**config.mk**
```make
export PLATFORM = sky130hd
export DESIGN_NAME = decoder_buf
export DESIGN_NICKNAME = d
export VERILOG_FILES = /design/src/rtl/decoder_buf.sv
export SDC_FILE = /design/constraint.sdc
export NUM_CORES = 1
export LEC_CHECK = 0
export CORE_MARGIN = 2
export CORE_UTILIZATION = 50
export CTS_BUF_LIST = sky130_fd_sc_hd__clkbuf_8
export CTS_CLUSTER_SIZE = 10
export DETAILED_ROUTE_END_ITERATION = 16
export PLACE_DENSITY = 0.82
export SKIP_LAST_GASP = 1
export SYNTH_ARGS = -nofsm -noshare
export SYNTH_HDL_FRONTEND = slang
export SYNTH_SLANG_ARGS = --single-unit
```
**constraint.sdc**
```tcl
create_clock -name clk_in -period 4 [get_ports clk_in]
set_clock_uncertainty 0.1 [all_clocks]
set_input_delay 0.4 -clock clk_in [delete_from_list [all_inputs] [get_ports clk_in]]
set_output_delay 0.4 -clock clk_in [all_outputs]
set_load 0.01 [all_outputs]
```
**src/rtl/decoder_buf.sv**
```systemverilog
// decoder_buf: binary codes enter a small FIFO on a valid/ready stream and leave as
// one-hot words on a second valid/ready stream; a saturating counter tracks delivered words.
module decoder_buf #(
    parameter int CODE_W = 2,
    parameter int DEPTH  = 2,
    parameter int CNT_W  = 8
) (
    input  logic                        clk_in,
    input  logic                        rst_in,
    input  logic                        flush_in,
    input  logic [CODE_W-1:0]           code_in,
    input  logic                        valid_in,
    output logic                        ready_out,
    output logic [(32'd1<<CODE_W)-1:0]  onehot_out,
    output logic                        valid_out,
    input  logic                        ready_in,
    output logic [$clog2(DEPTH):0]      level_out,
    output logic [CNT_W-1:0]            count_out
);
    localparam int PTR_W = $clog2(DEPTH);
    localparam int LVL_W = PTR_W + 1;
    localparam int OUT_W = 32'd1 << CODE_W;
    localparam logic [LVL_W-1:0] FULL_LVL = LVL_W'(DEPTH);

    function automatic logic [OUT_W-1:0] decode_onehot(input logic [CODE_W-1:0] code);
        logic [OUT_W-1:0] word;
        word       = '0;
        word[code] = 1'b1;
        return word;
    endfunction

    logic [CODE_W-1:0] mem_q [DEPTH];
    logic [PTR_W-1:0]  wr_ptr_q, wr_ptr_d;
    logic [PTR_W-1:0]  rd_ptr_q, rd_ptr_d;
    logic [LVL_W-1:0]  level_q, level_d;
    logic [CNT_W-1:0]  count_q, count_d;
    logic              push_s, pop_s;

    // Handshake flags derive only from registered occupancy, never from valid_in/ready_in.
    assign ready_out  = (level_q != FULL_LVL);
    assign valid_out  = (level_q != '0);
    assign push_s     = valid_in && ready_out;
    assign pop_s      = valid_out && ready_in;
    assign level_out  = level_q;
    assign count_out  = count_q;
    assign onehot_out = valid_out ? decode_onehot(mem_q[rd_ptr_q]) : '0;

    // Next-state for pointers, occupancy and delivered-word counter; flush overrides both sides.
    always_comb begin
        wr_ptr_d = wr_ptr_q;
        rd_ptr_d = rd_ptr_q;
        level_d  = level_q;
        count_d  = count_q;
        if (flush_in) begin
            wr_ptr_d = '0;
            rd_ptr_d = '0;
            level_d  = '0;
        end else begin
            if (push_s) begin
                wr_ptr_d = wr_ptr_q + PTR_W'(1'b1);
            end else begin
                wr_ptr_d = wr_ptr_q;
            end
            if (pop_s) begin
                rd_ptr_d = rd_ptr_q + PTR_W'(1'b1);
            end else begin
                rd_ptr_d = rd_ptr_q;
            end
            case ({push_s, pop_s})
                2'b10:   level_d = level_q + LVL_W'(1'b1);
                2'b01:   level_d = level_q - LVL_W'(1'b1);
                default: level_d = level_q;
            endcase
            if (pop_s && (count_q != '1)) begin
                count_d = count_q + CNT_W'(1'b1);
            end else begin
                count_d = count_q;
            end
        end
    end

    // Control state register with asynchronous reset.
    always_ff @(posedge clk_in or posedge rst_in) begin
        if (rst_in) begin
            wr_ptr_q <= '0;
            rd_ptr_q <= '0;
            level_q  <= '0;
            count_q  <= '0;
        end else begin
            wr_ptr_q <= wr_ptr_d;
            rd_ptr_q <= rd_ptr_d;
            level_q  <= level_d;
            count_q  <= count_d;
        end
    end

    // Code storage; contents after reset are irrelevant because level gates every read.
    always_ff @(posedge clk_in) begin
        if (push_s && !flush_in) begin
            mem_q[wr_ptr_q] <= code_in;
        end
    end
endmodule

```
==> results.sh <==
export IMPL_run_status="completed"
export IMPL_cts_made_buffers=3
export IMPL_synth_seq_cells=16
export IMPL_dieHeight_um=45.4
export IMPL_syn2layout_area_growth_pct=32.3
export IMPL_antenna_violating_nets_post_route=0
export IMPL_mappedNetlistArea_um2=856
export IMPL_io_pins=23
export IMPL_weighted_congestion_at_the_end_of_routability_driven_global_placement=0.784
export IMPL_syn_mean_instance_area_um2=10.2
export IMPL_post_cts_resize_count=0
export IMPL_dp_cells=120
export IMPL_port_buffers=22
export IMPL_synth_lib_cells_used_distinct=31
export IMPL_antenna_violations_before_repair=0
export IMPL_post_cts_setup_buffers=0
export IMPL_finalSetupTns_ns=0
export IMPL_setup_violations=0
export IMPL_clock_fmax_mhz=445
export IMPL_track_usage_pct=20.3
export IMPL_yosys_area_top_type="dfrtp_1"
export IMPL_slew_headroom_pct=70.1
export IMPL_ctsHtreeMaxLevel=1
export IMPL_first_global_vias=623
export IMPL_cap_viol_max_count=0
export IMPL_timing_final_crit_period_ns=2.25
export IMPL_grt_max_degree=13
export IMPL_finalCritPeriodShare_pct=56.2
export IMPL_critPathLaunchType="register"
export IMPL_timing_critical_path_arrival_ns=1.75
export IMPL_total_leakage_power_uw=0.000466
export IMPL_die_w_um=45.4
export IMPL_post_synth_most_frequent_cells="12 x dfrtp_1, 10 x nor2_1, 8 x a21oi_1"
export IMPL_synth_top_cell_area_share_pct=35.1
export IMPL_clkSinkCount=16
export IMPL_routed_via_count=692
export IMPL_floorplan_initialDensity_pct=54.9
export IMPL_drive_above_1_share_pct=9.26
export IMPL_wire_length_of_the_first_global_routing_pass_um=2850
export IMPL_worst_setup_hold_path_clk_slew_ns=0.06
export IMPL_slew_at_the_pin_closest_to_its_max_slew_limit_ns=0.448
export IMPL_synthesis_instances=84
export IMPL_worst_hold_path_type="in -> async"
export IMPL_number_of_warning_messages_in_the_yosys_log=0
export IMPL_drc=0
export IMPL_synth_most_common_cell="dfrtp_1"
export IMPL_cp_end_kind="primary output"
export IMPL_drt_pre_antenna_iters=4
export IMPL_clk_root_buffer_cell="clkbuf_8"
export IMPL_global_route_overflow_total=0
export IMPL_synthTopCellsByArea="dfrtp_1 35%, edfxtp_1 14%, a21oi_1 4.7%"
export IMPL_rsz_0062_raised_after_global_routing="false"
export IMPL_worst_setup_path_type="reg -> out"
export IMPL_full_die_area_um2=2060
export IMPL_cp_required_ns=3.50
export IMPL_cts_tree="yes"
export IMPL_peakVddDrop_uv=306
export IMPL_crit_path_max_fanout=9
export IMPL_synth_flop_cell="dfrtp_1"
export IMPL_area_of_the_core_region_um2=1560
export IMPL_clkLatencyLatePin_ns=0.25
export IMPL_drt_vias_per_instance=5.58
export IMPL_detail_route_iter0_violations=7
export IMPL_synth_enable_flop_cells=4
export IMPL_max_root_sink_buffers=2
export IMPL_diodes=0
export IMPL_total_wire_length_after_detailed_routing_um=1690
export IMPL_power_per_cell_area_nw_per_um2=426
export IMPL_timing_max_transition_violations_final=0
export IMPL_nNetsFinal=117
export IMPL_wl_per_cell_um=13.6
export IMPL_place_hpwl_um=1320
export IMPL_ys_async_sr_fraction_pct=75.0
export IMPL_final_cell_count_no_fill=124
export IMPL_cts_hold_buffers=0
export IMPL_rows=14
export IMPL_finalHoldViolations=0
export IMPL_seq_area_frac_synth_pct=49.1
export IMPL_syn_nets=92
[area by class of cell]
class / instances / area, µm²
clock buffers: 3 / 41.3
clock inverters: 1 / 3.75
fillers: 114 / 427
inverters: 5 / 18.8
multi-input cells: 61 / 408
flip-flops and latches: 16 / 420
well taps: 16 / 20.0
repair buffers: 22 / 220
[final timing paths]
check	from	end	slack [ns]	cells after the start
min reg2reg	count_out[0]$_DFFE_PP0P_	count_out[0]$_DFFE_PP0P_	0.44	1
max in group asynchronous	rst_in	count_out[0]$_DFFE_PP0P_	3.13	2
min in group clk_in	count_out[0]$_DFFE_PP0P_	count_out[0]$_DFFE_PP0P_	0.44	1
min	rst_in	wr_ptr_q$_DFFE_PP0P_	0.36	2
max	rd_ptr_q$_DFFE_PP0P_	onehot_out[1]	1.75	3
max reg2reg	count_out[0]$_DFFE_PP0P_	count_out[1]$_DFFE_PP0P_	2.26	5
[registers in the layout, summed over array words and instances, names as in the netlist]
name	count
rd_ptr_q	1
count_out	8
level_out	2
wr_ptr_q	1
mem_q	4
[report_power, final]
part | switching (µW) | internal, µW
clock | 53.2 | 67.9
sequential | 34.9 | 193
combinational | 54.4 | 78.3
[per-layer routing]
metal	global-route usage [%]	up-vias	share of wire, %
li1	-	353	-
met1	25.4	322	45
met2	32.6	15	50
met3	5.95	2	3.5
met4	8.82	0	0.77
met5	0	-	0
[metrics by stage]
stage	instance area, µm²	total power [µW]	hold WS, ns	utilization (%)	setup slack (ns)
4_1_cts	1130	487	0.374	72.6	1.75
3_3_place_gp	1090	358	0.404	69.7	1.91
2_1_floorplan	856	291	0.165	-	2.36
3_5_place_dp	1090	366	0.433	69.7	1.83
6_report	1130	482	0.357	72.6	1.75
5_1_grt	1130	512	0.395	72.6	1.69
[cell usage in the layout, fill, tap and decap left out, drive strengths merged, types with 2 or more instances in the layout]
master	n
dfrtp	12
clkdlybuf4s50	22
mux2	3
o21ai	2
clkbuf	3
nor3	4
nand3	3
a21oi	8
nor2	10
a31oi	2
xnor2	2
nor3b	4
nand3b	3
edfxtp	4
nand2	6
inv	6
xor2	3
nand4	2
[cell families after synthesis]
| logic type | count (synthesis) | share of synthesized area, % |
|---|---|---|
| buffers and inverters | 7 | 3.22 |
| adders and majority gates | 1 | 1.46 |
| muxes | 4 | 5.12 |
| DFF | 16 | 49.1 |
| and+or+nand+nor | 37 | 25.1 |
| xor gates and xnor gates | 5 | 5.12 |
| AOI/OAI and AO/OA | 14 | 10.8 |
[critical path: stages (launching register included)]
cell,delay [ns]
dfrtp_1,0.48
o32a_1,0.37
nor2_1,0.11
clkdlybuf4s50_1,0.54
(Power assumes the default switching activity.)
